<file path="src/rtl/fetch_queue_stage.sv">
`default_nettype none
// ============================================================================
// Module   : fetch_queue_stage
// Purpose  : Sequential instruction fetch with a credit-limited prefetch queue
//            feeding decode; flushF redirects and discards in-flight responses.
// Options  : FETCH_PERF_EN adds perf_flushes / perf_bubbles counters.
// Revision : 1.0 - initial release
// ============================================================================
module fetch_queue_stage #(
    parameter int                ADDR_W   = 32,
    parameter int                INSTR_W  = 32,
    parameter int                DEPTH    = 4,
    parameter int                PC_INC   = 4,
    parameter logic [ADDR_W-1:0] RESET_PC = '0
) (
    input  logic               clk,
    input  logic               rst,
    input  logic               flushF,
    input  logic [ADDR_W-1:0]  branchTarget,
    input  logic               stallF,
    output logic               imem_req,
    output logic [ADDR_W-1:0]  imem_addr,
    input  logic               imem_gnt,
    input  logic               imem_rvalid,
    input  logic [INSTR_W-1:0] imem_rdata,
    output logic [INSTR_W-1:0] instrD,
    output logic [ADDR_W-1:0]  pcD,
    output logic               validD
`ifdef FETCH_PERF_EN
    ,
    output logic [31:0]        perf_flushes,
    output logic [31:0]        perf_bubbles
`endif
);

    localparam int PTR_W = $clog2(DEPTH);
    localparam int CNT_W = PTR_W + 1;

    logic [ADDR_W-1:0]  pc;

    logic [INSTR_W-1:0] q_instr [DEPTH];
    logic [ADDR_W-1:0]  q_pc    [DEPTH];
    logic [PTR_W-1:0]   q_rd;
    logic [PTR_W-1:0]   q_wr;
    logic [CNT_W-1:0]   q_cnt;

    logic [ADDR_W-1:0]  tag_mem [DEPTH];
    logic [PTR_W-1:0]   tag_rd;
    logic [PTR_W-1:0]   tag_wr;

    logic [CNT_W-1:0]   outstanding;
    logic [CNT_W-1:0]   drop;

    logic [CNT_W:0]     credit_sum;
    logic [CNT_W-1:0]   live_outstanding;
    logic               granted;
    logic               rsp_acc;
    logic               push;
    logic               pop;

    // Queued entries plus requests in flight may never exceed the queue size,
    // so every kept response is guaranteed a free slot.
    assign credit_sum       = {1'b0, q_cnt} + {1'b0, outstanding};
    assign imem_req         = !rst && !flushF && (credit_sum < (CNT_W+1)'(DEPTH));
    assign imem_addr        = pc;
    assign granted          = imem_req && imem_gnt;
    assign rsp_acc          = imem_rvalid && (outstanding != '0);
    assign live_outstanding = outstanding + CNT_W'(granted) - CNT_W'(rsp_acc);
    assign push             = rsp_acc && !flushF && (drop == '0);

    assign validD = (q_cnt != '0) && !flushF;
    assign pop    = validD && !stallF;
    assign instrD = q_instr[q_rd];
    assign pcD    = q_pc[q_rd];

    always_ff @(posedge clk) begin
        if (rst) begin
            pc          <= RESET_PC;
            outstanding <= '0;
            drop        <= '0;
            tag_rd      <= '0;
            tag_wr      <= '0;
        end else begin
            outstanding <= live_outstanding;
            if (flushF) begin
                pc     <= branchTarget;
                tag_rd <= '0;
                tag_wr <= '0;
                drop   <= live_outstanding;
            end else begin
                if (granted) begin
                    pc              <= pc + ADDR_W'(PC_INC);
                    tag_mem[tag_wr] <= pc;
                    tag_wr          <= tag_wr + PTR_W'(1);
                end
                if (rsp_acc && (drop != '0)) begin
                    drop <= drop - CNT_W'(1);
                end
                if (push) begin
                    tag_rd <= tag_rd + PTR_W'(1);
                end
            end
        end
    end

    always_ff @(posedge clk) begin
        if (rst) begin
            q_rd  <= '0;
            q_wr  <= '0;
            q_cnt <= '0;
            for (int i = 0; i < DEPTH; i++) begin
                q_instr[i] <= '0;
                q_pc[i]    <= '0;
            end
        end else if (flushF) begin
            q_rd  <= '0;
            q_wr  <= '0;
            q_cnt <= '0;
        end else begin
            if (push) begin
                q_instr[q_wr] <= imem_rdata;
                q_pc[q_wr]    <= tag_mem[tag_rd];
                q_wr          <= q_wr + PTR_W'(1);
            end
            if (pop) begin
                q_rd <= q_rd + PTR_W'(1);
            end
            if (push && !pop) begin
                q_cnt <= q_cnt + CNT_W'(1);
            end else if (!push && pop) begin
                q_cnt <= q_cnt - CNT_W'(1);
            end
        end
    end

    always_ff @(posedge clk) begin
        if (!rst) begin
            assert (!(push && !pop && (q_cnt == CNT_W'(DEPTH))));
        end
    end

`ifdef FETCH_PERF_EN
    always_ff @(posedge clk) begin
        if (rst) begin
            perf_flushes <= '0;
            perf_bubbles <= '0;
        end else begin
            if (flushF && (perf_flushes != '1)) begin
                perf_flushes <= perf_flushes + 32'd1;
            end
            if (!validD && !stallF && (perf_bubbles != '1)) begin
                perf_bubbles <= perf_bubbles + 32'd1;
            end
        end
    end
`endif

endmodule
`default_nettype wire

</file>
<file path="config.mk">
export PLATFORM = sky130hd
export DESIGN_NAME = fetch_queue_stage
export DESIGN_NICKNAME = d
export VERILOG_FILES = /design/src/rtl/fetch_queue_stage.sv
export SDC_FILE = /design/constraint.sdc
export NUM_CORES = 1
export LEC_CHECK = 0
export BUFFER_PORTS_ARGS = -buffer_cell sky130_fd_sc_hd__clkbuf_2
export CAP_MARGIN = 20
export CORE_ASPECT_RATIO = 1.75
export CORE_MARGIN = 4
export CORE_UTILIZATION = 50
export CTS_CLUSTER_SIZE = 10
export DETAILED_ROUTE_END_ITERATION = 6
export PLACE_DENSITY = 0.69
export SYNTH_ARGS = -nofsm -noshare
export SYNTH_HDL_FRONTEND = slang
export SYNTH_SLANG_ARGS = --single-unit
</file>
<file path="constraint.sdc">
create_clock -name clk -period 11.1 [get_ports clk]
set_input_delay 1.665 -clock clk [delete_from_list [all_inputs] [get_ports clk]]
set_output_delay 1.665 -clock clk [all_outputs]
set_load 0.005 [all_outputs]
</file>
==> impl_metrics.ini, run 1 <==
[outcome]
outcome = finished clean

[clock_tree]
depth_of_the_cts_h_tree = 2
postCtsSetupBuffers = 0
clockRootBuffer = clkbuf_16
tritoncts = built
worst_skew_pair.late_latency_ps = 550
cts.path.max_buffers = 3
cts_clk_pin_slew_worst_paths_ps = 60
post_cts_resized = 0
clkSinkCount = 437
ctsHoldBuffers = 0
cts_buf_count = 49

[final_layout]
finalNetCount = 1420
fin_cells = 1829
area_growth_pct = 14.8
antenna_cells = 0
final_util = 0.583
drive_above_1_share = 0.264

[die]
initial_utilization = 0.507
die_area_um2 = 39900
std_cell_rows = 92
dieWidth_um = 153
num_io_pins = 168
design.core.area_um2 = 36100
floorplan.die.height_um = 261

[sta]
hold_ws_ps = 494
fin_skew_ps = 8.27
finalSetupViolations = 0
worst-slew-pin-transition_ps = 1040
slew-limit-headroom = 0.306
finalHoldViolations = 0
post-route-worst-setup-slack_ps = 6570
layout_min_cycle_time_ps = 4530
fmaxAchievable_ghz = 0.221
tns_ps = 0
timing.final.crit_share = 0.408
slew_viol_final = 0
rsz_0062_raised_after_global_routing = false

[yosys]
post_synthesis_average_cell_area_um2 = 15.7
synth-edff-count = 384
postSynth.asyncResetShare = 0
synth_largest_type_area_fraction = 0.629
post_synth_instance_area_um2 = 18300
yosys_warning_count = 0
post_synth_most_frequent_cells = edfxtp_1 (384), and2_1 (192), mux4_2 (96), nor2_1 (83), nand2_1 (63)
postSynthRegisterBits = 437
synth_sequential_area_ratio = 0.687
post-synth-top-area-cell = edfxtp_1
synth_area_leaders = edfxtp_1 (63%), mux4_2 (12%), and2_1 (6.6%)
synthesis.instances = 1171
synthDistinctLibCells = 56
ys.flop_type = edfxtp_1
yosys.cell_count.top_type = edfxtp_1
total_nets_after_synthesis = 1254

[setup_path]
crit_path_cell_trace = buf_4 > mux4_2 > clkbuf_2
timing.critical_path.max_delay_family = buffers and inverters
cp_launch_type = flip-flop
r2r_start = drop[0]
cp-end-kind = primary output
cp.arrival_ps = 2860
timing.critical_path.required_ps = 9440
cpMaxStageDelayCell = dfxtp_4
cp_num_buf_inv = 2
setup.worst_path.class = reg -> out
crit_path_max_incr_delay_ps = 740
largest_driver_fanout_on_the_critical_path = 36

[placed_design]
place_ws_ps = 6360
place.detailed.instances = 1756
gp_congestion = 0.849
port_buffers = 167
dp.final_hpwl_um = 23100

[power_and_ir_drop]
power_per_cell_area_nw_per_um2 = 175
max_ir_drop_vdd_v = 0.000134
total_leakage_power_nw = 7.69

[drt]
detail_route.vias_per_cell = 5.64
drc_errors = 0
drtPass1Iterations = 5
drtAntennaViolNets = 0
drt_first_iter_violations = 745
route.vias.total = 10319
drt-wirelength-per-cell_um = 21.3
wl_um = 38900

[min_path]
hold_start = tag_wr[1]
holdCritPathClass = reg -> reg

[global_route]
grt_pass1_vias = 10948
globalRouteTotalUtil = 0.196
grt_antenna_before_repair = 0
grt_pass1_wl_um = 61000
grt_max_degree = 65
grt_overflow_total = 0

[run]
max_capacitance_violation_count = 0
final cells by class:
cell class / instances / area (um2)
clock inverters: 1 / 8.76
multi-input cells: 630 / 5400
well taps: 470 / 588
repair buffers: 181 / 953
flip-flops and latches: 437 / 12600
clock buffers: 72 / 1370
fillers: 2781 / 15100
inverters: 38 / 143
worst paths after layout:
kind / endpoint / slack, ps / cells after the start
setup reg to reg: q_pc[1][12] / 8280 / 7
setup / recovery: pcD[10] / 6570 / 3
hold / removal: tag_wr[1] / 490 / 2
hold reg to reg: tag_wr[1] / 490 / 2
tightest hold or removal path, delay by kind of cell, from the launching register on:
kind	cells	cell delay (ps)
and+or+nand+nor	1	60
AOI/OAI and AO/OA	1	50
DFF	1	330
registers in the layout, indices dropped and copies added (netlist names), named ones only:
name and flops:
drop 3, imem_addr 32, outstanding 3, q_cnt 3, q_instr 128, q_pc 128, q_rd 2, q_wr 2
tag_mem 128, tag_rd 2, tag_wr 2
metrics by stage:
stage | power [W] | cell area [um2]
6_report | 0.00369 | 21100
5_1_grt | 0.00383 | 21100
4_1_cts | 0.00373 | 21100
3_5_place_dp | 0.00231 | 19700
3_3_place_gp | 0.00230 | 19700
2_1_floorplan | 0.00217 | 18300
layer usage:
layer	vias up	GRT usage	wire length, um
met3	56	0.0268	1860
met4	0	0.0607	849
li1	4698	-	-
met5	-	0	0
met2	327	0.365	21100
met1	5238	0.238	15100
power breakdown:
part / total, W / switching [W] / leakage (nW) / internal [W]
logic: 0.000339 / 0.000194 / 2.77 / 0.000144
clock network: 0.00142 / 0.000584 / 0.664 / 0.000836
registers: 0.00193 / 0.0000493 / 4.26 / 0.00188
logic make-up (layout without fill, tap and decap cells):
logic type / after synthesis / in the layout / share of synthesized area
AOI/OAI and AO/OA: 81 / 81 / 0.0274
muxes: 103 / 103 / 0.122
and+or+nand+nor: 418 / 418 / 0.125
xor gates and xnor gates: 15 / 15 / 0.00717
buffers and inverters: 104 / 292 / 0.0224
DFF: 437 / 437 / 0.687
adders and majority gates: 13 / 13 / 0.00969
layout by cell type (no fill, tap or decap), drive strengths merged, types with 3 or more instances in the layout:
cell,count
nand4,12
a31oi,17
mux2i,5
or4,4
inv,38
nand3,19
clkbuf,239
o211ai,4
nand2b,4
and4,3
o21ai,19
dfxtp,53
or3,10
nor2b,3
nor2,85
xnor2,8
xor2,7
ha,11
nor3,11
edfxtp,384
mux4,96
nor4,4
nand2,65
a21oi,24
buf,14
and2,192
and3,3
(Power assumes the default switching activity.)
==> run 2, diff against run 1 <==
==> constraint.sdc (replaced) <==
create_clock -name clk -period 4.2 [get_ports clk]
set_input_delay 0.63 -clock clk [delete_from_list [all_inputs] [get_ports clk]]
set_output_delay 0.63 -clock clk [all_outputs]
set_load 0.005 [all_outputs]
==> impl_metrics.ini, run 2 (same netlist as run 1, synthesis figures left out) <==
[power_and_ir_drop]
power_per_cell_area_nw_per_um2 = 461
max_ir_drop_vdd_v = 0.000270
total_leakage_power_nw = 7.74
p_total_w = 0.00975

[final_layout]
post-route-cell-area_um2 = 21200
final_util = 0.585
antenna_cells = 0
layout.cells.most_common = edfxtp_1
drive_above_1_share = 0.265
most-common-layout-cells = edfxtp_1 (384), and2_1 (192), clkbuf_2 (167)
layout_top_registers = q_instr x128, q_pc x128, tag_mem x128
area_growth_pct = 15.4
finalNetCount = 1427

[global_route]
grt_antenna_before_repair = 0
grt_pass1_wl_um = 61600
grt_max_degree = 65
grt_overflow_total = 0
grt_pass1_vias = 10967
globalRouteTotalUtil = 0.197

[setup_path]
setup.worst_path.class = reg -> out
timing.critical_path.required_ps = 3570
cp.arrival_ps = 2500
cp-end-kind = primary output
cp_launch_type = flip-flop
largest_driver_fanout_on_the_critical_path = 36

[sta]
timing.final.crit_share = 0.744
fin_skew_ps = 11.3
rsz_0062_raised_after_global_routing = false
slew-limit-headroom = 0.247
slew_viol_final = 0
post-route-worst-setup-slack_ps = 1070
layout_min_cycle_time_ps = 3130
finalHoldViolations = 0
worst-slew-pin-transition_ps = 1130
finalSetupViolations = 0
hold_ws_ps = 304
fmaxAchievable_ghz = 0.320

[clock_tree]
tritoncts = built
worst_skew_pair.late_latency_ps = 550
ctsHoldBuffers = 0
depth_of_the_cts_h_tree = 2
clockRootBuffer = clkbuf_16
cts_buf_count = 49
cts_clk_pin_slew_worst_paths_ps = 50
post_cts_resized = 0
postCtsSetupBuffers = 0
clkSinkCount = 437
cts.path.max_buffers = 3

[die]
std_cell_rows = 92
design.core.area_um2 = 36100
dieWidth_um = 153
floorplan.die.height_um = 261
num_io_pins = 168
die_area_um2 = 39900
initial_utilization = 0.507

[drt]
drtPass1Iterations = 4
drt-wirelength-per-cell_um = 21.4
wl_um = 39200
route.vias.total = 10358
detail_route.vias_per_cell = 5.64
drc_errors = 0
drt_first_iter_violations = 659
drtAntennaViolNets = 0

[placed_design]
dp.final_hpwl_um = 23600
dpl_cell_area_um2 = 19800
place_ws_ps = 1140
gp_congestion = 0.840
port_buffers = 167

[min_path]
holdCritPathClass = in -> reg

[run]
max_capacitance_violation_count = 0

[outcome]
outcome = finished clean
[run 2: stage by stage]
stage / setup TNS [ps] / instances
2_1_floorplan: -74590 / 1171
3_3_place_gp: 0 / 1763
3_5_place_dp: 0 / 1763
4_1_cts: 0 / 1835
5_1_grt: 0 / 1835
6_report: 0 / 1835
[run 2: per-layer routing]
layer | share of wire | global-route usage
met1 | 0.39 | 0.240
met2 | 0.53 | 0.353
met3 | 0.043 | 0.0283
met4 | 0.038 | 0.0832
met5 | 0 | 0
[run 2: cell type report]
| cell class | instances | area, um2 |
|---|---|---|
| fill | 2842 | 15000 |
| tap | 470 | 588 |
| clock buffer | 71 | 1360 |
| inverter | 38 | 143 |
| timing repair buffer | 188 | 1070 |
| sequential | 437 | 12600 |
| multi-input combinational | 630 | 5390 |
| clock inverter | 1 | 8.76 |
[run 2: critical path, stage by stage, from the launching register on]
cell and delay (ps):
dfxtp_4 750, buf_12 370, mux4_2 640, clkbuf_2 150
[run 2: worst paths after layout]
kind,startpoint,slack (ps),endpoint,cells past startpoint
setup / recovery,flip-flop,1070,pcD[10],3
setup reg to reg,outstanding[2],1600,drop[1],9
hold / removal,branchTarget[11],300,imem_addr[11],3
hold reg to reg,drop[2],510,drop[2],2
[run 2: power by group]
group	leakage, nW	total [W]	switching [W]	internal, W
Sequential	4.26	0.00512	0.000138	0.00498
Combinational	2.82	0.000893	0.000505	0.000388
Clock	0.663	0.00374	0.00154	0.00221
